--- config.mk ---
export PLATFORM = sky130hd
export DESIGN_NAME = llki_mock_tss_lane_lock
export DESIGN_NICKNAME = d
export VERILOG_FILES = /design/src/rtl/llki_mock_tss_lane_lock.sv
export SDC_FILE = /design/constraint.sdc
export NUM_CORES = 1
export LEC_CHECK = 0
export CORE_ASPECT_RATIO = 0.9
export CORE_MARGIN = 4
export CORE_UTILIZATION = 52
export CTS_CLUSTER_SIZE = 14
export DETAILED_ROUTE_END_ITERATION = 10
export HOLD_SLACK_MARGIN = 0.15
export PLACE_DENSITY = 0.9
export SETUP_SLACK_MARGIN = 0.02
export SYNTH_ARGS = -nofsm -noshare
export SYNTH_HDL_FRONTEND = slang
export SYNTH_SLANG_ARGS = --single-unit
--- constraint.sdc ---
create_clock -name clk -period 3.3 [get_ports clk]
set_clock_uncertainty 0.2 [all_clocks]
set_input_delay 0.495 -clock clk [delete_from_list [all_inputs] [get_ports clk]]
set_output_delay 0.495 -clock clk [all_outputs]
set_load 0.1 [all_outputs]
--- src/rtl/llki_mock_tss_lane_lock.sv ---
// Mock TSS lane lock: loads a multi-word LLKI key and XORs lanes with (MOCK_KEY ^ key); x_out/core_next 1-cycle latency.
// Key words are accepted only while llkid_key_ready is high; clear wins over a simultaneous key word.
module llki_mock_tss_lane_lock #(
   parameter int                        LANES      = 4,
   parameter int                        LANE_W     = 16,
   parameter int                        KEY_WORDS  = 2,
   parameter logic [64*KEY_WORDS-1:0]   MOCK_KEY   = '0,
   parameter bit                        GATE_START = 1'b1
) (
   input  logic                      clk,
   input  logic                      rst_n,
   input  logic                      next,
   output logic                      core_next,
   input  logic [LANES*LANE_W-1:0]   x_in,
   output logic [LANES*LANE_W-1:0]   x_out,
   input  logic [63:0]               llkid_key_data,
   input  logic                      llkid_key_valid,
   output logic                      llkid_key_ready,
   output logic                      llkid_key_complete,
   input  logic                      llkid_clear_key,
   output logic                      llkid_clear_key_ack,
   output logic                      key_match
);

   localparam int K     = 64*KEY_WORDS;
   localparam int CNT_W = (KEY_WORDS > 1) ? $clog2(KEY_WORDS) : 1;
   localparam logic [CNT_W-1:0] LAST_WORD = CNT_W'(KEY_WORDS-1);

   if ((K % LANE_W) != 0) begin : g_bad_lane_w
      $error("64*KEY_WORDS must be a multiple of LANE_W");
   end

   typedef enum logic [1:0] {
      ST_IDLE     = 2'd0,
      ST_LOAD     = 2'd1,
      ST_COMPLETE = 2'd2,
      ST_CLEAR    = 2'd3
   } state_t;

   state_t                   r_state;
   state_t                   w_nxt;
   logic [K-1:0]             r_key;
   logic [CNT_W-1:0]         r_cnt;
   logic                     r_ready;
   logic                     r_complete;
   logic                     r_ack;
   logic                     r_core_next;
   logic [LANES*LANE_W-1:0]  r_x_out;
   logic [LANES*LANE_W-1:0]  w_x_ks;
   logic                     w_accept;
   logic                     w_start_ok;

   assign w_accept = llkid_key_valid & r_ready & ~llkid_clear_key;

   always_comb begin
      w_nxt = r_state;
      case (r_state)
         ST_IDLE, ST_LOAD: begin
            if (w_accept) begin
               w_nxt = (r_cnt == LAST_WORD) ? ST_COMPLETE : ST_LOAD;
            end
         end
         ST_COMPLETE: w_nxt = ST_COMPLETE;
         ST_CLEAR:    w_nxt = ST_IDLE;
         default:     w_nxt = ST_IDLE;
      endcase
      if (llkid_clear_key) begin
         w_nxt = ST_CLEAR;
      end
   end

   // Handshake outputs are registered from the next state so they are all low in reset.
   always_ff @(posedge clk or negedge rst_n) begin
      if (!rst_n) begin
         r_state    <= ST_IDLE;
         r_ready    <= 1'b0;
         r_complete <= 1'b0;
         r_ack      <= 1'b0;
      end else begin
         r_state    <= w_nxt;
         r_ready    <= (w_nxt == ST_IDLE) || (w_nxt == ST_LOAD);
         r_complete <= (w_nxt == ST_COMPLETE);
         r_ack      <= (w_nxt == ST_CLEAR);
      end
   end

   always_ff @(posedge clk or negedge rst_n) begin
      if (!rst_n) begin
         r_key <= '0;
         r_cnt <= '0;
      end else if (llkid_clear_key) begin
         r_key <= '0;
         r_cnt <= '0;
      end else if (w_accept) begin
         for (int k = 0; k < KEY_WORDS; k++) begin
            if (r_cnt == CNT_W'(k)) begin
               r_key[64*k +: 64] <= llkid_key_data;
            end
         end
         r_cnt <= r_cnt + CNT_W'(1);
      end
   end

   // Keystream wraps over the key width, so lane i starts at (i*LANE_W) mod K.
   for (genvar i = 0; i < LANES; i++) begin : g_lane
      localparam int OFF = (i*LANE_W) % K;
      assign w_x_ks[i*LANE_W +: LANE_W] = x_in[i*LANE_W +: LANE_W]
                                        ^ MOCK_KEY[OFF +: LANE_W]
                                        ^ r_key[OFF +: LANE_W];
   end

   assign w_start_ok = GATE_START ? r_complete : 1'b1;

   always_ff @(posedge clk or negedge rst_n) begin
      if (!rst_n) begin
         r_x_out     <= '0;
         r_core_next <= 1'b0;
      end else begin
         r_x_out     <= w_x_ks;
         r_core_next <= next & w_start_ok;
      end
   end

   assign x_out               = r_x_out;
   assign core_next           = r_core_next;
   assign llkid_key_ready     = r_ready;
   assign llkid_key_complete  = r_complete;
   assign llkid_clear_key_ack = r_ack;
   assign key_match           = r_complete & (r_key == MOCK_KEY);

endmodule

; Word-level counts from Yosys, hierarchy flattened
; Cells that the tools add are included.
[totals]
output_inout_bits = 69
regBits = 199
wordCells = 45
[op_classes]
mux = 10
reduce_logical = 9
n_addsub = 1
n_eq_ne = 7
bitwise_logic = 9
[op_table]
columns = cell, n
row1 = $mux W128, 2
row2 = $logic_not A128 Y1, 1
row3 = $mux W64, 2
row4 = $xor A16 B16 Y16, 4
row5 = $eq A2 B2 Y1 const B, 4
row6 = $mux W2, 3
row7 = $pmux W2 S3, 1
row8 = $and A1 B1 Y1, 4
row9 = $eq A2 B1 Y1 const B, 2
row10 = $logic_not A2 Y1, 2
row11 = $reduce_and A2 Y1, 2
row12 = $reduce_bool A2 Y1, 2
row13 = $mux W1, 2
row14 = $ne A2 B2 Y1 const B, 1
row15 = $reduce_or A2 Y1, 1
row16 = $add A1 B1 Y1 const B, 1
row17 = $logic_or A1 B1 Y1, 1
row18 = $not A1 Y1, 1

; Logic depth before layout (Yosys ltp)
; Gate-level depths: netlist of the first run.
[depth]
word_depth = 7
mapped_depth = 6

; Worst setup path after synthesis of the first run
; Ideal clock, no wire load.
[synth_path]
kind = register to output
from = register r_complete, in the netlist llkid_key_complete
to = output port key_match
n_path_buf = 0
stages_incl_launch_ff = 5
path_slack_ns = 0.218
t_arrival_ns = 2.387
required_ns = 2.605
path_cell_list = dfrtp_1 -> nor4b_1 -> nand4_1 -> nor4_1 -> and4_1
[synth_between]
elab_chain_cells = 1
[synth_lines]
columns = item, line_no
row1 = from (decl), 45  ; logic r_complete;
row2 = from (signal assigned), 82  ; r_complete <= (w_nxt == ST_COMPLETE);
row3 = $and A1 B1 Y1, 129  ; assign key_match = r_complete & (r_key == MOCK_KEY);
row4 = to (decl), 22  ; output logic key_match
; Every way passes these cells.

; Final worst setup path of the first run
[layout_path]
from = register r_key[37]
to = output port key_match
[layout_between]
elab_chain_cells = 2
[layout_lines]
columns = item, line_no
row1 = from (decl), 42  ; logic [K-1:0] r_key;
row2 = "from (signal, indexed assignment)", 97  ; r_key[64*k +: 64] <= llkid_key_data;
row3 = $logic_not A128 Y1, 129
row4 = $and A1 B1 Y1, 129
; Every way passes these cells.

==> results.json, run 1 <==
{
  "outcome": "finished clean",
  "path_class": "register to output port",
  "htree_levels": 4,
  "multi_input_area_um2": 2315,
  "drive_gt1_frac": 0.1397,
  "dpl.hpwl_um": 13770,
  "seq_area_um2": 4980,
  "p_clk_frac": 0.346,
  "cts_sinks": 199,
  "finalNonFillerCells": 1016,
  "maxSlewViolCount": 0,
  "die-area_um2": 16370,
  "clkSlewWorstSetupHoldPaths_ns": 0.06,
  "grt_pass1_vias": 5910,
  "required_ns": 2.60,
  "dp.cells": 982,
  "synth_top_area_frac": 0.6657,
  "vias": 5665,
  "max_freq_ghz": 0.3248,
  "via_per_inst": 5.576,
  "antenna_cells": 0,
  "synth_warnings": 0,
  "worstPathArrival_ns": 2.38,
  "powerDensity_nw_per_um2": 583.0,
  "drt-wirelength-per-cell_um": 19.29,
  "synth.distinct_cells": 26,
  "gp_congestion": 0.8440,
  "syn_area_per_cell_um2": 12.18,
  "cts_tree": "built",
  "setup_viol": 0,
  "start_util": 0.5322,
  "period_minus_slack_ns": 3.079,
  "ir_worst_vdd_mv": 0.4275,
  "min_period_over_period": 0.9329,
  "hold_viol": 0,
  "grt_max_degree": 71,
  "fill_cells": 960,
  "cp-start-kind": "register",
  "io_buffers": 201,
  "synth_top_area_cell": "dfrtp_1",
  "p_leak_uw": 0.004686,
  "die_width_um": 134.4,
  "synth.net_count": 747,
  "synth-seq-area-share": 0.6657,
  "insertion_delay_ns": 0.43,
  "first_iter_violations": 397,
  "area.growth.synth_to_final_pct": 35.19,
  "synthTopCellsByArea": "dfrtp_1 (67%), a22o_1 (7.5%), xor2_1 (7.5%)",
  "ys.flop_type": "dfrtp_1",
  "ant_nets": 0,
  "tightest_slew_ns": 0.7177,
  "fp.dieH_um": 121.8,
  "cts_buffer_depth": 2,
  "hp-class": "register to register",
  "p_int_uw": 4109,
  "synthCells": 614,
  "drt_first_pass_iters": 5,
  "grt_use_total": 0.2457,
  "max_cap_viol_count": 0,
  "globalRouteOverflowTotal": 0,
  "root_buffer": "clkbuf_16",
  "synth_edf_count": 0,
  "relSlewSlack": 0.5215,
  "final.setup.tns_ns": 0,
  "swShare": 0.3030,
  "rows": 41,
  "synth.top_cells.by_count": "dfrtp_1 (199), nand2_1 (131), a21oi_1 (65)",
  "pwr-share-seq": 0.448,
  "worstSetupEndpointType": "output port",
  "post-synth-top-count-cell": "dfrtp_1",
  "totalWireLength_um": 19600,
  "drc": 0,
  "coreArea_um2": 14060,
  "syn_area_um2": 7481,
  "p_switching_uw": 1786,
  "synth_seq_cells": 199,
  "fin_nets": 943,
  "rsz0062_at_grt": "no",
  "io-pin-count": 202,
  "cts_buffers": 17,
  "crit_path_max_fanout": 3,
  "pwr-share-comb": 0.206,
  "antenna_found_initial": 0,
  "async_flop_share": 1.000,
  "grt_pass1_wl_um": 30980
}
==> sequential cells by signal, indices dropped and copies added (netlist names) <==
| name | flops |
|---|---|
| llkid_key_complete | 1 |
| x_out | 64 |
| core_next | 1 |
| llkid_clear_key_ack | 1 |
| r_cnt | 1 |
| llkid_key_ready | 1 |
| r_state | 2 |
| r_key | 128 |
==> worst max-delay path: stages, from the launching register on <==
cell	delay, ns
dfrtp_1	0.41
nor4_1	0.45
nand4_1	0.23
nor4_1	0.39
and4_1	0.29
buf_12	0.19
==> cells in the final DEF (no fill, tap or decap), drive strengths merged, types with 2 or more instances in the layout <==
cell type / instances
clkinvlp: 2
clkinv: 2
buf: 78
nor4: 32
inv: 2
nand4: 7
a22o: 64
a21oi: 66
dfrtp: 199
nand2: 131
clkbuf: 28
dlygate4sd3: 2
clkdlybuf4s50: 130
nor2: 4
xor2: 64
==> what timing repair did <==
action,in CTS,in global routing
endpoints found under the hold margin,65,0
resized for setup,0,1
buffers inserted,0,0
hold buffers,2,0
setup endpoints to repair,0,1
==> final cells by class <==
type | instances | area share
clock inverter | 5 | 0.005815
tap | 193 | 0.02388
clock buffer | 27 | 0.05369
sequential | 199 | 0.4924
timing repair buffer | 211 | 0.1946
multi-input combinational | 379 | 0.2289
inverter | 2 | 0.0007423
==> power by group through the flow <==
stage               Combinational [µW]  Clock [µW]  Sequential [µW]
global route                      1270        2190             2650
CTS                               1220        2080             2640
global placement                  1190           0             2670
detailed placement                1210           0             2680
finish                            1210        2040             2640
floorplan                          197           0             3240
==> final timing paths <==
check / slack [ns] / cells past startpoint / from / to
setup reg to reg: 1.32 / 5 / llkid_key_ready$_DFF_PN0_ / r_key[59]$_DFFE_PN0P_
setup / recovery: 0.22 / 5 / r_key[37]$_DFFE_PN0P_ / key_match
min in group asynchronous: 0.41 / 2 / rst_n / r_key[1]$_DFFE_PN0P_
hold / removal: 0.28 / 1 / r_key[36]$_DFFE_PN0P_ / x_out[36]$_DFF_PN0_
max in group asynchronous: 1.73 / 3 / rst_n / core_next$_DFF_PN0_
hold reg to reg: 0.28 / 1 / r_key[36]$_DFFE_PN0P_ / x_out[36]$_DFF_PN0_
==> metrics by stage <==
step	power, µW	worst slack, ns	hold WS [ns]	util	area, µm²
2_1_floorplan	3442	0.2176	-0.0005910	-	7481
3_3_place_gp	3867	0.4980	0.2637	0.6748	9485
3_5_place_dp	3895	0.5389	0.2769	0.6748	9485
4_1_cts	5939	0.07879	0.2880	0.7191	10110
5_1_grt	6113	0.03240	0.2994	0.7195	10110
6_report	5896	0.2213	0.2850	0.7195	10110
==> cell families after synthesis <==
group,count (synthesis),synth area share
simple gates,182,0.1097
compound gates,133,0.1233
flops,199,0.6657
buf+inv,36,0.02643
xor+xnor,64,0.07493
==> metal layers <==
layer  part of all wire  vias up  global-route usage  wire length [µm]
met5                  0        -                   0                 0
met4              0.036        0              0.1113               697
met3              0.079       51             0.07019              1555
met2               0.50      287              0.3967              9714
met1               0.39     2815              0.3118              7635
li1                   -     2512                   -                 -
Note: power is estimated with default switching activity, not from simulation.
==> run 2, diff against run 1 <==
--- a/config.mk
+++ b/config.mk
@@ -5,6 +5,7 @@
 export SDC_FILE = /design/constraint.sdc
 export NUM_CORES = 1
 export LEC_CHECK = 0
+export ABC_CLOCK_PERIOD_IN_PS = 3300
 export CORE_ASPECT_RATIO = 0.9
 export CORE_MARGIN = 4
 export CORE_UTILIZATION = 52
==> results of run 2 <==
No change in the layout: final DEF, timing and power equal those of run 1.
